**config.mk**
```make
export PLATFORM = sky130hd
export DESIGN_NAME = vend_controller_flat
export DESIGN_NICKNAME = d
export VERILOG_FILES = /design/src/rtl/vend_pkg.sv /design/src/rtl/vend_if.sv /design/src/rtl/vend_price_lut.sv /design/src/rtl/vend_controller.sv /design/src/flat_wrapper.sv
export SDC_FILE = /design/constraint.sdc
export NUM_CORES = 1
export LEC_CHECK = 0
export CAP_MARGIN = 25
export CORE_MARGIN = 10
export CORE_UTILIZATION = 43
export DETAILED_ROUTE_END_ITERATION = 8
export PLACE_DENSITY = 0.71
export SYNTH_ARGS = -nofsm -noshare
export SYNTH_HDL_FRONTEND = slang
export SYNTH_HIERARCHICAL = 1
export SYNTH_SLANG_ARGS = --single-unit
```
**constraint.sdc**
```tcl
create_clock -name clk -period 2.95 [get_ports clk]
set_input_delay 0.4425 -clock clk [delete_from_list [all_inputs] [get_ports clk]]
set_output_delay 0.4425 -clock clk [all_outputs]
set_load 0.1 [all_outputs]
```
**src/rtl/vend_pkg.sv**
```systemverilog
// Shared types and constants for the vending controller.
// Holds state encoding, select codes, coin values and default prices.
package vend_pkg;

  typedef enum logic [1:0] {
    S_IDLE     = 2'd0,
    S_COLLECT  = 2'd1,
    S_DISPENSE = 2'd2,
    S_CHANGE   = 2'd3
  } state_t;

  localparam logic [1:0] SEL_NONE = 2'b00;
  localparam logic [1:0] SEL_A    = 2'b01;
  localparam logic [1:0] SEL_B    = 2'b10;
  localparam logic [1:0] SEL_C    = 2'b11;

  localparam int COIN5  = 5;
  localparam int COIN10 = 10;

  localparam int DEF_PRICE_A    = 10;
  localparam int DEF_PRICE_B    = 15;
  localparam int DEF_PRICE_C    = 20;
  localparam int DEF_MAX_CREDIT = 30;
  localparam int DEF_CREDIT_W   = 6;

endpackage

```
**src/rtl/vend_if.sv**
```systemverilog
// Customer-side bus of the vending controller.
// master: coin5/coin10/sel/cancel out; slave: z/c1/c2/coin_rej/busy/credit out.
interface vend_if #(
  parameter int CREDIT_W = 6
);

  logic                coin5;
  logic                coin10;
  logic [1:0]          sel;
  logic                cancel;
  logic                z;
  logic                c1;
  logic                c2;
  logic                coin_rej;
  logic                busy;
  logic [CREDIT_W-1:0] credit;

  modport master (
    output coin5, coin10, sel, cancel,
    input  z, c1, c2, coin_rej, busy, credit
  );

  modport slave (
    input  coin5, coin10, sel, cancel,
    output z, c1, c2, coin_rej, busy, credit
  );

endinterface

```
**src/rtl/vend_price_lut.sv**
```systemverilog
// Select-to-price decode and affordability compare.
// Ports: sel, credit in; price, afford (sel valid and credit>=price) out.
import vend_pkg::*;

module vend_price_lut #(
  parameter int PRICE_A  = DEF_PRICE_A,
  parameter int PRICE_B  = DEF_PRICE_B,
  parameter int PRICE_C  = DEF_PRICE_C,
  parameter int CREDIT_W = DEF_CREDIT_W
) (
  input  logic [1:0]          sel,
  input  logic [CREDIT_W-1:0] credit,
  output logic [CREDIT_W-1:0] price,
  output logic                afford
);

  always_comb begin
    price = '0;
    unique case (sel)
      SEL_A:   price = CREDIT_W'(PRICE_A);
      SEL_B:   price = CREDIT_W'(PRICE_B);
      SEL_C:   price = CREDIT_W'(PRICE_C);
      default: price = '0;
    endcase
  end

  assign afford = (sel != SEL_NONE) && (credit >= price);

endmodule

```
**src/rtl/vend_controller.sv**
```systemverilog
// Vending sequencer: coin accumulation, vend strobe, coin-by-coin change.
// Ports: clk, rst (sync, active-high), bus (vend_if.slave).
import vend_pkg::*;

module vend_controller #(
  parameter int PRICE_A    = DEF_PRICE_A,
  parameter int PRICE_B    = DEF_PRICE_B,
  parameter int PRICE_C    = DEF_PRICE_C,
  parameter int MAX_CREDIT = DEF_MAX_CREDIT,
  parameter int CREDIT_W   = DEF_CREDIT_W
) (
  input logic   clk,
  input logic   rst,
  vend_if.slave bus
);

  localparam logic [CREDIT_W:0] MAX_W = (CREDIT_W+1)'(MAX_CREDIT);

  state_t              state, state_n;
  logic [CREDIT_W-1:0] credit, credit_n;
  logic                rej, rej_n;

  logic [CREDIT_W-1:0] price;
  logic                afford;
  logic                coin_any;
  logic                coin_bad;
  logic [CREDIT_W:0]   sum;
  logic [CREDIT_W-1:0] change_amt;

  vend_price_lut #(
    .PRICE_A  (PRICE_A),
    .PRICE_B  (PRICE_B),
    .PRICE_C  (PRICE_C),
    .CREDIT_W (CREDIT_W)
  ) u_lut (
    .sel    (bus.sel),
    .credit (credit),
    .price  (price),
    .afford (afford)
  );

  assign coin_any = bus.coin5 | bus.coin10;
  assign coin_bad = bus.coin5 & bus.coin10;
  assign sum = {1'b0, credit}
             + (bus.coin10 ? (CREDIT_W+1)'(COIN10)
                           : (CREDIT_W+1)'(COIN5));
  assign change_amt = (credit >= CREDIT_W'(COIN10))
                    ? CREDIT_W'(COIN10)
                    : CREDIT_W'(COIN5);

  always_ff @(posedge clk) begin
    if (rst) begin
      state  <= S_IDLE;
      credit <= '0;
      rej    <= 1'b0;
    end else begin
      state  <= state_n;
      credit <= credit_n;
      rej    <= rej_n;
    end
  end

  always_comb begin
    state_n  = state;
    credit_n = credit;
    rej_n    = 1'b0;
    unique case (state)
      S_IDLE, S_COLLECT: begin
        if (bus.cancel) begin
          // cancel outranks any coin, even a no-op cancel
          rej_n = coin_any;
          if (credit != '0) state_n = S_CHANGE;
        end else if (afford) begin
          rej_n    = coin_any;
          credit_n = credit - price;
          state_n  = S_DISPENSE;
        end else if (coin_any) begin
          if (coin_bad || sum > MAX_W) begin
            rej_n = 1'b1;
          end else begin
            credit_n = sum[CREDIT_W-1:0];
            state_n  = S_COLLECT;
          end
        end
      end
      S_DISPENSE: begin
        rej_n   = coin_any;
        state_n = (credit != '0) ? S_CHANGE : S_IDLE;
      end
      S_CHANGE: begin
        rej_n    = coin_any;
        credit_n = credit - change_amt;
        if (credit_n == '0) state_n = S_IDLE;
      end
      default: begin
        state_n  = S_IDLE;
        credit_n = '0;
      end
    endcase
  end

  // strobes come only from registers: no input-to-output path
  assign bus.z        = (state == S_DISPENSE);
  assign bus.c2       = (state == S_CHANGE)
                     && (credit >= CREDIT_W'(COIN10));
  assign bus.c1       = (state == S_CHANGE)
                     && (credit == CREDIT_W'(COIN5));
  assign bus.busy     = (state == S_DISPENSE)
                     || (state == S_CHANGE);
  assign bus.coin_rej = rej;
  assign bus.credit   = credit;

endmodule

```
**src/flat_wrapper.sv**
```systemverilog
// flat-port wrapper written by rule: the top's interface ports become plain ports
module vend_controller_flat 
#(
  parameter int PRICE_A    = DEF_PRICE_A,
  parameter int PRICE_B    = DEF_PRICE_B,
  parameter int PRICE_C    = DEF_PRICE_C,
  parameter int MAX_CREDIT = DEF_MAX_CREDIT,
  parameter int CREDIT_W   = DEF_CREDIT_W
)
  (clk, rst, bus_coin5, bus_coin10, bus_sel, bus_cancel, bus_z, bus_c1, bus_c2, bus_coin_rej, bus_busy, bus_credit);
  vend_if #(.CREDIT_W(CREDIT_W)) bus_i ();
  input logic clk;
  input logic rst;
  input wire logic [$bits(bus_i.coin5)-1:0] bus_coin5;
  input wire logic [$bits(bus_i.coin10)-1:0] bus_coin10;
  input wire logic [$bits(bus_i.sel)-1:0] bus_sel;
  input wire logic [$bits(bus_i.cancel)-1:0] bus_cancel;
  output wire logic [$bits(bus_i.z)-1:0] bus_z;
  output wire logic [$bits(bus_i.c1)-1:0] bus_c1;
  output wire logic [$bits(bus_i.c2)-1:0] bus_c2;
  output wire logic [$bits(bus_i.coin_rej)-1:0] bus_coin_rej;
  output wire logic [$bits(bus_i.busy)-1:0] bus_busy;
  output wire logic [$bits(bus_i.credit)-1:0] bus_credit;
  assign bus_i.coin5 = bus_coin5;
  assign bus_i.coin10 = bus_coin10;
  assign bus_i.sel = bus_sel;
  assign bus_i.cancel = bus_cancel;
  assign bus_z = bus_i.z;
  assign bus_c1 = bus_i.c1;
  assign bus_c2 = bus_i.c2;
  assign bus_coin_rej = bus_i.coin_rej;
  assign bus_busy = bus_i.busy;
  assign bus_credit = bus_i.credit;
  vend_controller #(.PRICE_A(PRICE_A), .PRICE_B(PRICE_B), .PRICE_C(PRICE_C), .MAX_CREDIT(MAX_CREDIT), .CREDIT_W(CREDIT_W)) u_core (.clk(clk), .rst(rst), .bus(bus_i));
endmodule
```
---- Yosys cells after proc, flatten, opt, wreduce, memory -nomap -nowiden ----
Index checks and enable logic that the tools add are counted.
cells by class
  add/subtract/negate cells ............... 3
  $lt $le $gt $ge ......................... 3
  equality and inequality tests ........... 14
  mux-type cells .......................... 21
  bitwise logic cells ..................... 2
  reduce and logical (&&, ||, !) cells .... 14
operator list
  kind                count
  $mux 6              4
  $pmux 5 s3          1
  $mux 2              7
  $pmux 6 s2          1
  $eq 2x2->1 const B  4
  $mux 4              2
  $reduce_and 4->1    2
  $add 6x7->7         1
  $gt 7x5->1 const B  1
  $eq 6x3->1 const B  1
  $ge 6x4->1 const B  1
  $ge 6x6->1          1
  $logic_not 6->1     1
  $ne 3x2->1 const B  2
  $pmux 2 s3          1
  $reduce_bool 6->1   1
  $sub 6x5->6         1
  $sub 6x6->6         1
  $eq 2x1->1 const B  2
  $mux 1              4
  $ne 4x2->1 const B  1
  $ne 4x3->1 const B  1
  $reduce_bool 2->1   2
  $reduce_or 2->1     2
  9 further kinds     12
storage, ports and cells
  bits in registers ....................... 9
  bits of input ports ..................... 7
  output and inout bits ................... 11
  logic and storage cells ................. 60

---- Logic depth before layout (Yosys ltp) ----
  depth in word-level cells ............... 9
  mapped depth ............................ 14

---- Hierarchy ----
Netlist, hierarchy kept.
by module, submodules not included
  module           instances  cells an instance  area each (µm²)  seq. area each (µm²)
  vend_controller  1          167                1291.2           180.2
  vend_price_lut   1          25                 200.2            0.0

---- Worst setup path before layout ----
No wires, ideal clock.
  kind .................................... register -> output
  start ................................... reg u_core.credit[5] (netlist: u_core/bus.credit[5])
  end ..................................... out bus_c1
  arrival ................................. 3.303 ns
  slack ................................... -0.796 ns
  cell stages (with the launch flop) ...... 3
  path buffers ............................ 0
  cell sequence ........................... dfxtp_1 or3_1 nor3_1
on the way
  longest elaborated chain between the ends .. 2
RTL lines
  element                 RTL line                source
  from (decl)             vend_controller.sv:20   logic [CREDIT_W-1:0] credit, credit_n;
  from (signal assigned)  vend_controller.sv:58   credit <= credit_n;
  $eq 6x3->1              vend_controller.sv:107  && (credit == CREDIT_W'(COIN5));
  $logic_and 1x1->1       vend_controller.sv:107
  to (decl)               flat_wrapper.sv:19      output wire logic [$bits(bus_i.c1)-1:0] bus_c1;
No other way between the ends.

---- Worst setup path in the final report ----
  start ................................... reg u_core.credit[2] (netlist: u_core/bus.credit[2])
  end ..................................... reg u_core.state[1]
on the way
  longest elaborated chain between the ends .. 6
RTL lines
  element                     RTL line               source
  $ge 6x4->1                  vend_controller.sv:47  assign change_amt = (credit >= CREDIT_W'(COIN10))
  $mux 4                      vend_controller.sv:48  ? CREDIT_W'(COIN10)
  $sub 6x6->6                 vend_controller.sv:92  credit_n = credit - change_amt;
  $logic_not 6->1             vend_controller.sv:93  if (credit_n == '0) state_n = S_IDLE;
  $ne 2x1->1 (no line)        --
  $reduce_and 4->1 (no line)  --
  to (signal assigned)        vend_controller.sv:57  state <= state_n;
  to (decl)                   vend_controller.sv:19  state_t state, state_n;
Several ways; a longest one is shown, not always the timed one.
A chain may end at the register's enable or synchronous reset.

==> impl_results.md <==
- Status: completed
- Worst R2R Start: u_core/bus.credit[2]$_SDFFE_PP0P_
- Worst reg-to-reg setup slack: about 0.24 ns
- Root Buffer: clkbuf_4
- TritonCTS clock tree: built
- Post-Syn Area: between 0.001 and 0.0015 mm²
- Starting Density: between 40% and 50%
- Yosys reg bits: 9
- Clock Skew: 0.00298 ns
- Die footprint: around 0.0062 mm²
- Cts bufs inserted: 3
- Synth unique cells: 53
- Vias in the first global route: 1636
- Top cells by count, synth: ha_1, a21oi_1, inv_1, nor2_1, nand3_1
- Area of the multi-input gates: ~0.0013 mm²
- Period utilization: between 90% and 100%
- Largest area contributor in the netlist: ha_1
- Worst setup margin: about 0.24 ns
- CTS Sinks: 9
- DRT iter0 DRCs: just under 80
- Hold EP: u_core/bus.credit[3]$_SDFFE_PP0P_
- Worst min path class: reg2reg
- CP max stage cell: nor3_1
- Gr ovfl total: 0
- Async SR Flop Fraction: 0%
- Hold-fix buffer count after cts: 0
- First-pass GRT wire length: 7.33 mm
- Synth Instances: about 190
- Syn Area/Cell: roughly 7.8 µm²
- Worst-margin pin slew: 0.540 ns
- Total GRT Usage: between 10 and 15%
- Worst r2r path cells: 11
- Detailed placement HPWL: ~3.4 mm
- Area Growth Syn to Fin: 43.6%
- Number of flops mapped to enable cells by yosys: 0
- Crit start category: register
- Final #Nets: between 200 and 300
- PortBufs: 17
- Cell family with most CP delay: compound AO/OA/AOI/OAI gates
- RSZ-0062 raised after global routing: no
- Register area share after synthesis: between 10% and 20%
- Wire length on met3: 184 µm
- Max Clock Freq: approximately 0.37 GHz
- Worst r2r dst: u_core/state[1]$_SDFFE_PP0P_
- Worst slack, placed: -0.292 ns
- Most used DFF post-synth: dfxtp_1
- Count leader, synth: ha_1
- Arr. time, crit path: roughly 2.9 ns
- Cell Chain, Critical Path: nor2_1, nor2_1, nor3_1, inv_1, ha_1, nor2b_1, o21a_1, o31a_1, o21a_1, a211o_1, a31o_2
- CP peak stage delay: between 0.4 and 0.5 ns
- Post-layout minimum cycle time: around 2.7 ns
- TritonRoute pass-1 iters: 4
- Hold Path Stages: 2
- Buf/Inv on CP: 1
- Fin Setup TNS: 0 ns
- Syn Nets: around 220
- Ports: 18
- Core ar.: 0.00334 mm²
- DRC: 0
- Yosys warns: 6
- Worst path required time: about 3.1 ns
- Hold slack: between 0.4 and 0.5 ns
- H-tree levels: 1
- Longest Clk Path Bufs: 2
- Largest net degree at the start of global routing: 11
- Final hold viol count: 0
- Mean routed wirelength per cell: 15.6 µm
- Final setup violation count: 0
- Clk slew on worst S/H paths: 0.06 ns
- Critical path peak fanout: 4
- Die H: ~79 µm
- Seq. cell area: around 190 µm²
- # rows: 21
- Layout cells sized above 1: between 30% and 40%
- Uppermost layer routed: met4
- Crit. End Element: register
- Antenna diode count: 0
- Max Slew Vio Count: 0
- Worst Min Path Start: u_core/bus.credit[3]$_SDFFE_PP0P_
- Vias: 1617
- Initial antenna violation count: 0
- Routed Antenna Nets: 0
- M1 WL: ~2.0 mm
- Critical path type: reg2reg
- Synth top area cells: ha_1, dfxtp_1, a21oi_1
- Chip Width: 78.9 µm
- Top-area cell type share of the netlist area: between 10% and 20%
- Via/cell ratio: around 5.5
- Max Cap Viol: 0
- DR WL met2: roughly 2.4 mm
- Skew-Pair Late Insertion Delay: about 0.26 ns
- Layout fillers: between 300 and 400
- Drt total wl: approximately 4.6 mm
- Slew HR: a little under two thirds
- Gpl congestion: around 0.86
## kinds of logic (layout without fill, tap and decap cells)
logic type      count (synthesis)  after routing  synth area share [%]
xor+xnor                        4              4                  2.35
flops                           9              9                  12.1
compound gates                 59             59                  28.3
mux                             4              4                  3.61
buf+inv                        27             82                  7.89
fa+ha+maj                      25             25                  22.3
simple gates                   63             63                  23.2
other cells                     1              1                 0.251
## metal layers
metal	vias up	global-route usage [%]
met5	-	0
met4	0	2.51
met3	2	2.14
met2	29	25.2
met1	768	17.0
li1	818	-
## worst max path at each step
stage                     slack (ns)  depth (start not counted)                                 to                               from
after global placement         -0.23                         11     u_core/bus.coin_rej$_SDFF_PP0_                         bus_coin10
after floorplan                  0.1                          7  u_core/bus.credit[3]$_SDFFE_PP0P_       u_core/state[1]$_SDFFE_PP0P_
after global routing            0.02                         12       u_core/state[1]$_SDFFE_PP0P_  u_core/bus.credit[2]$_SDFFE_PP0P_
final                           0.24                         11       u_core/state[1]$_SDFFE_PP0P_  u_core/bus.credit[2]$_SDFFE_PP0P_
after detailed placement       -0.29                         11     u_core/bus.coin_rej$_SDFF_PP0_                         bus_coin10
after CTS                       0.04                         11  u_core/bus.credit[2]$_SDFFE_PP0P_                         bus_coin10
## cell type report
type	instances	share of cell area, %
well taps	46	2.69
flip-flops and latches	9	8.76
multi-input cells	156	61.6
inverters	18	3.15
repair buffers	60	22.6
clock buffers	4	1.23
## worst min-delay path: stages, from the launching register on
cell and delay, ns:
dfxtp_2 0.32, inv_1 0.06, a311oi_1 0.07
## per-stage QoR
step	std cells	util, %	cell area, µm²
after floorplan	192	-	1510
after global placement	287	58.9	1960
after detailed placement	287	58.9	1960
after CTS	291	59.7	1990
after global routing	293	64.2	2140
final	293	64.2	2140
## registers in the layout, summed over array words and instances (netlist names)
signal	count
u_core/state	2
u_core/bus.credit	6
u_core/bus.coin_rej	1
## repair_timing
item | 4_1_cts | 5_1_grt
endpoints found under the hold margin | 0 | 0
gates resized for setup | 1 | 30
pin swaps | 0 | 7
endpoints found under the setup margin | 3 | 8
buffers inserted | 0 | 1
cloned | 0 | 1
## placed cells by master (no fill, tap or decap), drive strengths merged, types with 2 or more instances in the layout
cell           Yosys  final
nand2b             2      2
a221o              3      3
nand2              7      7
nor2              13     13
o31a               2      2
o21ai              2      2
nand3             12     12
dlymetal6s2s       0      3
o21a               9      9
inv               18     18
a31o               2      2
a211oi             3      3
nor2b              8      8
dfxtp              9      9
buf                4     54
fa                 3      3
nor3               8      8
a21oi             19     19
a211o              2      2
ha                21     21
and2               2      2
clkdlybuf4s50      0      3
a31oi              3      3
o31ai              3      3
xnor2              3      3
mux2i              3      3
nor4               3      3
clkbuf             5      4
Power is not shown: default switching activity piles up to over one toggle a cycle in this logic, so the estimate is an artifact.
==> RTL edit, RTL diff (same settings) <==
The 4 states of `state_t` get a one-hot encoding in 4 bits.
--- a/src/rtl/vend_pkg.sv
+++ b/src/rtl/vend_pkg.sv
@@ -2,11 +2,11 @@
 // Holds state encoding, select codes, coin values and default prices.
 package vend_pkg;
 
-  typedef enum logic [1:0] {
-    S_IDLE     = 2'd0,
-    S_COLLECT  = 2'd1,
-    S_DISPENSE = 2'd2,
-    S_CHANGE   = 2'd3
+  typedef enum logic [3:0] {
+    S_IDLE     = 4'b0001,
+    S_COLLECT  = 4'b0010,
+    S_DISPENSE = 4'b0100,
+    S_CHANGE   = 4'b1000
   } state_t;
 
   localparam logic [1:0] SEL_NONE = 2'b00;
Function: no difference found for any inputs over 10 cycles, from zero or initial values and one cycle with rst high; not proved beyond that.
==> RTL edit against the unedited design <==
  * Count of clock-buffer cells in the layout stayed put
  * Non-clock buffer count fell by 9
  * Synthesized area increased by 3.5%
  * Synthesized cell count fell by 0.52%
  * Die area is 2.6% higher
  * Final area decreased by 1.5%
  * Sequential cell count rose by 2
  * Setup slack worse by 140 ps
  * Routed wire length fell by 6.4%
  * Hold slack better by 110 ps
  * Global-route usage shrank 0.50 points
  * First-iteration DRC count is 3.8% higher
==> RTL edit: results (changes against the unedited design) <==
- The met3 track demand over resource in global routing is 1.69% (-0.45 points).
- The adder-cell area share of the yosys netlist is 20.9% (-1.4 points).
- The clock edge transition at the registers on the reported setup and hold paths is 80 ps (+20 ps).
- The post-place instance area is 0.00198 mm² (+0.70%).
- The via count of the first global-routing pass is 1504 (-8.1%).
- The multiplexer area fraction after synthesis came to 1.30% (-2.3 points).
- By area the synthesized netlist is led by ha_1 (17%), dfxtp_1 (14%), inv_1 (5.8%).
- The highest-delay cell along the critical path is fa_1.
- The overall via count from detail_route is 1570 (-2.9%).
- The per-cell routed wire length is 15.0 µm (-4.1%).
- The count of distinct cell types in the synthesized netlist is 52 (-1.9%).
- The number of optimization iterations in the first detailed-route pass was 5 (+1).
- The routed length on met1 is 1980 µm (about the same).
- Yosys instantiated no cell more often than inv_1.
- The number of standard cells in the layout, taps in and fillers out came to 286 (-2.4%).
- The met1 usage in global routing was 16.5% (-0.59 points).
- The layout cell share with drive strength beyond 1 is 35.4% (-1.8 points).
- The post-synthesis compound-gate area fraction came to 27.1% (-1.1 points).
- The final weighted congestion in routability-driven placement is 0.871 (+1.2%).
- The flow ran to the end, and the final reports show no timing, DRC or antenna violations.
- The number of instances in the synthesized netlist is 191 (-0.52%).
- The net count after synthesis is 222 (-0.45%).
- The number of nets in the layout is 272 (-2.5%).
- The half-perimeter wire length after detailed placement is 3360 µm (-0.74%).
- The global-route wire length before repair is 6960 µm (-5.0%).
- The wire length on met2 is 2100 µm (-13%).
RTL edit: cell count changes after synthesis, sizes merged, moves of 3 or more:
| cell | unedited run | this run |
|---|---|---|
| nor4 | 3 | 0 |
| nor2b | 8 | 3 |
| inv | 18 | 24 |
| o21a | 9 | 3 |
| nand3 | 12 | 5 |
| xnor2 | 3 | 9 |
| nand2 | 7 | 10 |
| or3 | 1 | 6 |
| o21ai | 2 | 8 |
| a21oi | 19 | 14 |
RTL edit: power by group:
group / switching [mW] / internal [mW] / total [mW]
combinational: 1.30 / 0.961 / 2.26
sequential: 0.0585 / 0.222 / 0.280
clock: 0.0547 / 0.0523 / 0.107
RTL edit: area by class of cell:
cell class | instances | area (µm²)
multi-input cells | 150 | 1300
flip-flops and latches | 11 | 240
well taps | 46 | 57.6
repair buffers | 51 | 400
inverters | 24 | 90.1
clock buffers | 4 | 26.3
fillers | 314 | 1310
RTL edit: path summary, 6_finish.rpt:
path                                  endpoint  slack [ps]                         startpoint
max reg2reg       u_core/state[0]$_SDFFE_PP1P_         100  u_core/bus.credit[1]$_SDFFE_PP0P_
min reg2reg  u_core/bus.credit[0]$_SDFFE_PP0P_         610  u_core/bus.credit[0]$_SDFFE_PP0P_
max               u_core/state[0]$_SDFFE_PP1P_         100  u_core/bus.credit[1]$_SDFFE_PP0P_
min          u_core/bus.credit[0]$_SDFFE_PP0P_         610  u_core/bus.credit[0]$_SDFFE_PP0P_
RTL edit: cells by family after synthesis:
| logic type | count (synthesis) |
|---|---|
| flip-flops | 11 |
| multiplexers | 2 |
| AND/OR/NAND/NOR | 59 |
| XOR/XNOR | 9 |
| AO/OA/AOI/OAI | 55 |
| other | 1 |
| buffers and inverters | 30 |
| adder cells (fa/ha/maj) | 24 |
